### config.mk
export PLATFORM = sky130hd
export DESIGN_NAME = bram_port_arbiter
export DESIGN_NICKNAME = d
export VERILOG_FILES = /design/src/rtl/bram_arb_pkg.sv /design/src/rtl/bram_arb_slot.sv /design/src/rtl/bram_port_arbiter.sv
export SDC_FILE = /design/constraint.sdc
export NUM_CORES = 1
export LEC_CHECK = 0
export CORE_MARGIN = 10
export CORE_UTILIZATION = 34
export DETAILED_ROUTE_END_ITERATION = 8
export MAX_ROUTING_LAYER = met4
export PLACE_DENSITY = 0.81
export RECOVER_POWER = 50
export SYNTH_ARGS = -nofsm -noshare
export SYNTH_HDL_FRONTEND = slang
export SYNTH_SLANG_ARGS = --single-unit
### constraint.sdc
create_clock -name clka -period 3.4 [get_ports clka]
set_clock_uncertainty 0.2 [all_clocks]
set_input_delay 0.85 -clock clka [delete_from_list [all_inputs] [get_ports clka]]
set_output_delay 0.85 -clock clka [all_outputs]
set_load 0.02 [all_outputs]
### src/rtl/bram_arb_pkg.sv
// Shared types for the two-requester BRAM port arbiter: slot states and the request bundle.
// No logic; widths here are the single source for the request struct.
package bram_arb_pkg;

    localparam int ARB_DATA_W = 32;
    localparam int ARB_ADDR_W = 11;
    localparam int ARB_STRB_W = ARB_DATA_W / 8;

    typedef enum logic [1:0] {
        SLOT_EMPTY = 2'd0,
        SLOT_PEND  = 2'd1,
        SLOT_FULL  = 2'd2
    } slot_state_t;

    typedef struct packed {
        logic [ARB_ADDR_W-1:0] addr;
        logic [ARB_DATA_W-1:0] wdata;
        logic [ARB_STRB_W-1:0] wstrb;
    } arb_req_t;

    // An all-zero byte-enable mask marks a read.
    function automatic logic req_is_write(input logic [ARB_STRB_W-1:0] wstrb);
        return |wstrb;
    endfunction

endpackage

### src/rtl/bram_arb_slot.sv
// Per-requester response slot: EMPTY -> PEND (BRAM access in flight) -> FULL (response held).
// Response appears 2 cycles after grant; held stable until rsp_ready, then re-grantable the same cycle.
module bram_arb_slot
    import bram_arb_pkg::*;
#(
    parameter int DATA_W = ARB_DATA_W
) (
    input  logic              clk,
    input  logic              rst,
    input  logic              grant,
    input  logic              is_write,
    input  logic              rsp_ready,
    input  logic [DATA_W-1:0] bram_dout,
    output logic              rsp_valid,
    output logic [DATA_W-1:0] rsp_rdata,
    output logic              eligible
);

    slot_state_t state;
    slot_state_t state_nxt;
    logic        wr_flag;

    always_ff @(posedge clk) begin
        if (rst) begin
            state     <= SLOT_EMPTY;
            wr_flag   <= 1'b0;
            rsp_rdata <= '0;
        end else begin
            state <= state_nxt;
            if (grant) begin
                wr_flag <= is_write;
            end
            // bram_dout is only meaningful in the cycle after our own access.
            if (state == SLOT_PEND) begin
                rsp_rdata <= wr_flag ? '0 : bram_dout;
            end
        end
    end

    always_comb begin
        state_nxt = state;
        case (state)
            SLOT_EMPTY: begin
                if (grant) begin
                    state_nxt = SLOT_PEND;
                end
            end
            SLOT_PEND: begin
                state_nxt = SLOT_FULL;
            end
            SLOT_FULL: begin
                if (grant) begin
                    state_nxt = SLOT_PEND;
                end else if (rsp_ready) begin
                    state_nxt = SLOT_EMPTY;
                end
            end
            default: begin
                state_nxt = SLOT_EMPTY;
            end
        endcase
    end

    assign rsp_valid = (state == SLOT_FULL);
    assign eligible  = (state == SLOT_EMPTY) || ((state == SLOT_FULL) && rsp_ready);

endmodule

### src/rtl/bram_port_arbiter.sv
// Round-robin share of one native_bram port between two valid/ready requesters.
// Grant is combinational, response 2 cycles later; a requester holding an unconsumed response is not granted.
module bram_port_arbiter
    import bram_arb_pkg::*;
#(
    parameter int MEM_DATA_WIDTH  = ARB_DATA_W,
    parameter int BRAM_ADDR_WIDTH = ARB_ADDR_W
) (
    input  logic                        clka,
    input  logic                        rsta,

    input  logic                        r0_req_valid,
    output logic                        r0_req_ready,
    input  logic [BRAM_ADDR_WIDTH-1:0]  r0_req_addr,
    input  logic [MEM_DATA_WIDTH-1:0]   r0_req_wdata,
    input  logic [MEM_DATA_WIDTH/8-1:0] r0_req_wstrb,
    output logic                        r0_rsp_valid,
    input  logic                        r0_rsp_ready,
    output logic [MEM_DATA_WIDTH-1:0]   r0_rsp_rdata,

    input  logic                        r1_req_valid,
    output logic                        r1_req_ready,
    input  logic [BRAM_ADDR_WIDTH-1:0]  r1_req_addr,
    input  logic [MEM_DATA_WIDTH-1:0]   r1_req_wdata,
    input  logic [MEM_DATA_WIDTH/8-1:0] r1_req_wstrb,
    output logic                        r1_rsp_valid,
    input  logic                        r1_rsp_ready,
    output logic [MEM_DATA_WIDTH-1:0]   r1_rsp_rdata,

    output logic [BRAM_ADDR_WIDTH-1:0]  bram_addr,
    output logic [MEM_DATA_WIDTH-1:0]   bram_din,
    output logic                        bram_en,
    output logic [MEM_DATA_WIDTH/8-1:0] bram_we,
    input  logic [MEM_DATA_WIDTH-1:0]   bram_dout
);

    // The request struct is sized by the package, so the parameters must agree with it.
    if (MEM_DATA_WIDTH != ARB_DATA_W || BRAM_ADDR_WIDTH != ARB_ADDR_W) begin : g_width_chk
        $error("bram_port_arbiter widths must match bram_arb_pkg");
    end

    arb_req_t req0;
    arb_req_t req1;
    arb_req_t win;

    logic elig0;
    logic elig1;
    logic cand0;
    logic cand1;
    logic grant0;
    logic grant1;
    logic ptr;

    assign req0 = '{addr: r0_req_addr, wdata: r0_req_wdata, wstrb: r0_req_wstrb};
    assign req1 = '{addr: r1_req_addr, wdata: r1_req_wdata, wstrb: r1_req_wstrb};

    // Nothing is accepted while reset is held, so a request cannot slip into a slot being cleared.
    always_comb begin
        cand0  = r0_req_valid && elig0 && !rsta;
        cand1  = r1_req_valid && elig1 && !rsta;
        grant0 = cand0 && (!cand1 || (ptr == 1'b0));
        grant1 = cand1 && (!cand0 || (ptr == 1'b1));
    end

    assign r0_req_ready = grant0;
    assign r1_req_ready = grant1;

    // Pointer names the preferred requester; it moves to whoever lost (or was idle) this grant.
    always_ff @(posedge clka) begin
        if (rsta) begin
            ptr <= 1'b0;
        end else if (grant0 || grant1) begin
            ptr <= grant0;
        end
    end

    always_comb begin
        win = '0;
        if (grant0) begin
            win = req0;
        end else if (grant1) begin
            win = req1;
        end
        bram_en   = grant0 || grant1;
        bram_addr = win.addr;
        bram_din  = win.wdata;
        bram_we   = win.wstrb;
    end

    bram_arb_slot #(
        .DATA_W (MEM_DATA_WIDTH)
    ) u_slot0 (
        .clk       (clka),
        .rst       (rsta),
        .grant     (grant0),
        .is_write  (req_is_write(req0.wstrb)),
        .rsp_ready (r0_rsp_ready),
        .bram_dout (bram_dout),
        .rsp_valid (r0_rsp_valid),
        .rsp_rdata (r0_rsp_rdata),
        .eligible  (elig0)
    );

    bram_arb_slot #(
        .DATA_W (MEM_DATA_WIDTH)
    ) u_slot1 (
        .clk       (clka),
        .rst       (rsta),
        .grant     (grant1),
        .is_write  (req_is_write(req1.wstrb)),
        .rsp_ready (r1_rsp_ready),
        .bram_dout (bram_dout),
        .rsp_valid (r1_rsp_valid),
        .rsp_rdata (r1_rsp_rdata),
        .eligible  (elig1)
    );

endmodule
# Word level (Yosys, flattened, before mapping)
# Index checks and enable logic that the tools add are counted.
# W data, S select, Z words.
[word_totals]
out_inout_bits = 116
input_bits = 132
regBits = 71
[op_classes]
n_eq_ne = 8
n_reduce_logical = 22
n_mux = 12
bitwise_logic = 1
[ops]
columns = ["operator", "count"]
rows = [
  ["$mux W47", 2],
  ["$mux W32", 2],
  ["$mux W2", 6],
  ["$pmux W2 S3", 2],
  ["$logic_and A1 B1 Y1", 8],
  ["$reduce_or A4 Y1", 2],
  ["$ne A3 B1 Y1 const B", 2],
  ["$logic_or A1 B1 Y1", 5],
  ["$eq A2 B1 Y1 const B", 2],
  ["$eq A2 B2 Y1 const B", 2],
  ["$logic_not A2 Y1", 2],
  ["$ne A2 B2 Y1 const B", 2],
  ["$reduce_and A2 Y1", 2],
  ["$logic_not A1 Y1", 3],
  ["$not A1 Y1", 1],
]

# Depth between registers and ports, before layout
# Gate-level depths: netlist of run 1.
[logic_depth]
word_depth = 10
mapped_depth = 7
depth_no_buf = 4

# By module
# A second synthesis of run 1 with hierarchy kept.
[unflattened]
hier_cells = 381
area_unflattened_um2 = 3304.4
[by_module_without_submodules]
columns = ["module", "cells_per_inst", "instances", "seq_area_each_um2", "area_per_inst_um2"]
rows = [
  ["bram_arb_slot", 157, 2, 700.7, 1371.3],
  ["bram_port_arbiter", 67, 1, 20.0, 561.8],
]

# Least setup slack after synthesis of run 1
# OpenSTA, ideal clock, no wires.
[synth_path]
path_type = "in2out"
start = "input port rsta"
end = "output port bram_addr[0]"
n_path_buf = 4
stages = 7
slack_ps = 44
t_arrival_ps = 2306
t_required_ps = 2350
cell_sequence = "buf_6 or4b_1 buf_2 o21a_1 buf_6 buf_6 a22o_1"
[synth_via]
elab_chain_cells = 7
elab_cells_between_ends = 11
cone_classes = "2 x mux; 9 x reduce/logical"
[synth_rtl]
columns = ["item", "line_no", "text"]
rows = [
  ["start: declaration", "bram_port_arbiter.sv:10", "input logic rsta,"],
  ["$logic_not A1 Y1 (*)", "bram_port_arbiter.sv:59, bram_port_arbiter.sv:60", ""],
  ["$logic_and A1 B1 Y1", "bram_port_arbiter.sv:59", "cand0 = r0_req_valid && elig0 && !rsta;"],
  ["$logic_not A1 Y1", "bram_port_arbiter.sv:62", "grant1 = cand1 && (!cand0 || (ptr == 1'b1));"],
  ["$logic_or A1 B1 Y1", "bram_port_arbiter.sv:62", ""],
  ["$logic_and A1 B1 Y1", "bram_port_arbiter.sv:62", ""],
  ["$mux W47", "bram_port_arbiter.sv:81", "end else if (grant1) begin"],
  ["$mux W47 (*)", "bram_port_arbiter.sv:79", "if (grant0) begin"],
  ["end: declaration", "bram_port_arbiter.sv:30", "output logic [BRAM_ADDR_WIDTH-1:0] bram_addr,"],
]
# Every way passes the cells marked *; elsewhere a longest branch is shown, timed or not.

# Worst setup path after layout of run 1
[layout_path]
start = "input port rsta"
end = "output port bram_din[15]"
[layout_via]
elab_chain_cells = 7
elab_cells_between_ends = 11
cone_classes = "2 x mux; 9 x reduce/logical"
[layout_rtl]
columns = ["item", "line_no", "text"]
rows = [
  ["$logic_not A1 Y1 (*)", "bram_port_arbiter.sv:59, bram_port_arbiter.sv:60", ""],
  ["$logic_and A1 B1 Y1", "bram_port_arbiter.sv:59", ""],
  ["$logic_not A1 Y1", "bram_port_arbiter.sv:62", ""],
  ["$logic_or A1 B1 Y1", "bram_port_arbiter.sv:62", ""],
  ["$logic_and A1 B1 Y1", "bram_port_arbiter.sv:62", ""],
  ["$mux W47", "bram_port_arbiter.sv:81", ""],
  ["$mux W47 (*)", "bram_port_arbiter.sv:79", ""],
  ["end: declaration", "bram_port_arbiter.sv:31", "output logic [MEM_DATA_WIDTH-1:0] bram_din,"],
]
# Marks and branches as above.

==> summary.txt, run 1 <==
status = finished, final reports clean
fmax = 295 MHz
Synth warnings = 0
worst path arrival time = 2.34 ns
post-layout util = 67.2%
total gr overflow = 0
Slew Viols, Final = 0
family with the most delay on the worst path = simple AND/OR/NAND/NOR gates
CTS tree = done
Synth Area in Compound Gates = 23.9%
P_leak = 2.42 nW
Clock Power Share = 28.6%
Setup Viol. Count Final = 0
Setup CP Type = in -> out
post-synthesis cell type count = 21
Boundary Pins = 248
Crit. End Element = primary output
critical-path cell list = buf_8 -> or4b_4 -> o21a_4 -> clkbuf_16 -> a22o_1 -> buf_4
largest family of logic cells by synthesized area = simple AND/OR/NAND/NOR gates
Synth area leaders = dfxtp_1, nor3b_1, a22o_1
Power Total = 2.27 mW
Largest stage delay, worst path = 0.55 ns
most frequent cells in the layout = clkdlybuf4s50_1, dfxtp_1, a21oi_1
Synth Area per Inst = 8.63 µm²
final WL = 16600 µm
Max Fanout on Critical Path = 8
Die Height = 118 µm
post-synthesis net count = 509
crit start category = input port
Clock Root Buffer = clkbuf_8
P&R area growth vs syn = 91.8%
Slew headroom = 16.9%
clock slew at reported path FFs = 0.08 ns
M2 GR Usage = 39.9%
H-Tree Level Count = 3
Vias/cell = 5.21
Wirelength per Cell = 21.9 µm
Synth Area in Simple Gates = 25.8%
Gate power share = 32.1%
first-pass GRT wire length = 24000 µm
crit path max-delay cell type = or4b_4
grt met3 use = 6.52%
Synth top area share = 43.7%
Starting Density = 35.0%
Psw = 0.683 mW
final hold vios = 0
die width = 118 µm
Remaining DRCs = 0
Hold Buf Count CTS = 0
unrepaired setup endpoints after global routing = true
core outline area = 9280 µm²
Max Cap Viol = 0
gr usage total = 22.3%
worst hold-check path type = reg -> reg
gr busiest metal = met2
buffers plus inverters on the worst setup path = 3
Die ar. = 13900 µm²
IO Port Bufs = 247
Pre-antenna DRT Iters = 6
XOR/XNOR share of the synthesized area = 0%
Post-DRT Antenna Nets = 0
PD cells = 364 nW/µm²
GR Layer Usage met1 = 22.7%
row cnt = 35
worst-skew pair later-pin latency = 0.35 ns
Fin Setup TNS = 0 ns
commonest non-fill, non-tap cell in the layout = clkdlybuf4s50_1
Final GP Congestion = 0.945
fin crit share = 99.8%
total number of vias = 3946
Clock Sinks = 71
Cells after Synth = 377
# fillers = 753
switching share of power = 30.0%
WP data required = 2.35 ns
Seq cells post-synth = 71
pin count of the biggest net entering global routing = 66
layout cells sized above 1 = 17.0%
Reg power frac = 39.4%
Peak VDD IR = 0.317 mV
Final HPWL DP = 11400 µm
Internal = 1.59 mW
CTS buffer count = 9
post-synth design cell area = 3250 µm²
register area share after synthesis = 43.7%
vias in the first global route = 3958
Longest Clk Path Bufs = 2
largest area contributor in the netlist = dfxtp_1
post-synthesis adder-cell area fraction = 0%
multiplexer share of the synthesized area = 0.615%
antenna violations before repair = 1
Worst Max-Slew Pin Slew = 1.25 ns
crit path time final = 3.39 ns
initial DRC count = 304
fin nets = 756
worst min-delay path: cells and delay by family (launching register included):
kind	cells	cell delay, ns
AOI/OAI and AO/OA	1	0.06
and+or+nand+nor	1	0.07
DFF	1	0.33
flip-flops by register name (all words and copies together) (netlist names):
| register | flops |
|---|---|
| u_slot1.state | 2 |
| ptr | 1 |
| u_slot1.wr_flag | 1 |
| u_slot0.rsp_rdata | 32 |
| u_slot0.wr_flag | 1 |
| u_slot1.rsp_rdata | 32 |
| u_slot0.state | 2 |
final cells by class:
type | count | area (µm²) | area share (%)
clock inverter | 5 | 58.8 | 0.942
sequential | 71 | 1420 | 22.8
inverter | 1 | 3.75 | 0.0601
clock buffer | 10 | 128 | 2.04
multi-input combinational | 264 | 1690 | 27.1
antenna | 1 | 2.50 | 0.0401
tap | 129 | 161 | 2.59
timing repair buffer | 277 | 2780 | 44.5
per-stage QoR:
| step | cell area [µm²] | cells | setup slack (ns) | hold slack (ns) |
|---|---|---|---|---|
| floorplan | 3250 | 377 | 0.0440 | 0.282 |
| global placement | 5790 | 721 | -0.816 | 0.266 |
| detailed placement | 5790 | 721 | -0.810 | 0.274 |
| CTS | 6050 | 748 | -0.0462 | 0.292 |
| global route | 6240 | 758 | -0.0185 | 0.311 |
| finish | 6240 | 758 | 0.00742 | 0.285 |
cells by family after synthesis:
| family | after synthesis |
|---|---|
| AND/OR/NAND/NOR | 144 |
| AO/OA/AOI/OAI | 118 |
| buffers and inverters | 42 |
| multiplexers | 2 |
| flip-flops | 71 |
power groups by stage:
stage               registers [mW]  clock network (mW)  logic, mW
detailed placement           0.914                   0      0.673
CTS                          0.895               0.670      0.694
global placement             0.911                   0      0.662
floorplan                    0.952                   0      0.266
finish                       0.895               0.650      0.729
global route                 0.900               0.701      0.770
routing by layer:
layer,vias to the layer above,wire (µm)
li1,1833,-
met2,185,8730
met5,-,0
met3,31,1140
met4,0,475
met1,1897,6260
cells in the mapped netlist:
| cell type | n |
|---|---|
| dfxtp_1 | 71 |
| a21oi_1 | 67 |
| nor2_1 | 64 |
| nor3b_1 | 64 |
| a22o_1 | 47 |
| clkbuf_1 | 20 |
| buf_1 | 11 |
| nand2b_1 | 6 |
| buf_2 | 5 |
| nor2b_1 | 5 |
| buf_6 | 3 |
| buf_4 | 2 |
| mux2i_1 | 2 |
| nor4_1 | 2 |
| o21a_1 | 2 |
| a211oi_1 | 1 |
| a21oi_2 | 1 |
| inv_1 | 1 |
| nand2_1 | 1 |
| nor4b_4 | 1 |
| or4b_1 | 1 |
final timing paths:
check	start	to	slack (ns)	cells past startpoint
worst max-delay path	rsta	bram_din[15]	0.007	6
worst min-delay path	u_slot1.rsp_rdata[13]$_SDFFE_PP0N_	u_slot1.rsp_rdata[13]$_SDFFE_PP0N_	0.29	2
worst max register to register	u_slot0.state[1]$_SDFFE_PP0P_	u_slot0.rsp_rdata[31]$_SDFFE_PP0N_	1.33	4
worst min register to register	u_slot1.rsp_rdata[13]$_SDFFE_PP0N_	u_slot1.rsp_rdata[13]$_SDFFE_PP0N_	0.29	2
timing repair:
| action | CTS | global route |
|---|---|---|
| cloned | 6 | 6 |
| endpoints found under the hold margin | 0 | 0 |
| buffers inserted | 6 | 6 |
| pin swaps | 7 | 13 |
| resized for setup | 237 | 33 |
| endpoints found under the setup margin | 49 | 37 |
(Power assumes the default switching activity.)
==> inputs of run 2 (changes only) <==
Settings changed: ABC_CLOCK_PERIOD_IN_PS set to 3400, CTS_CLUSTER_SIZE set to 10.
==> results of run 2 <==
The final DEF is identical to that of run 1; final timing and power are the same.
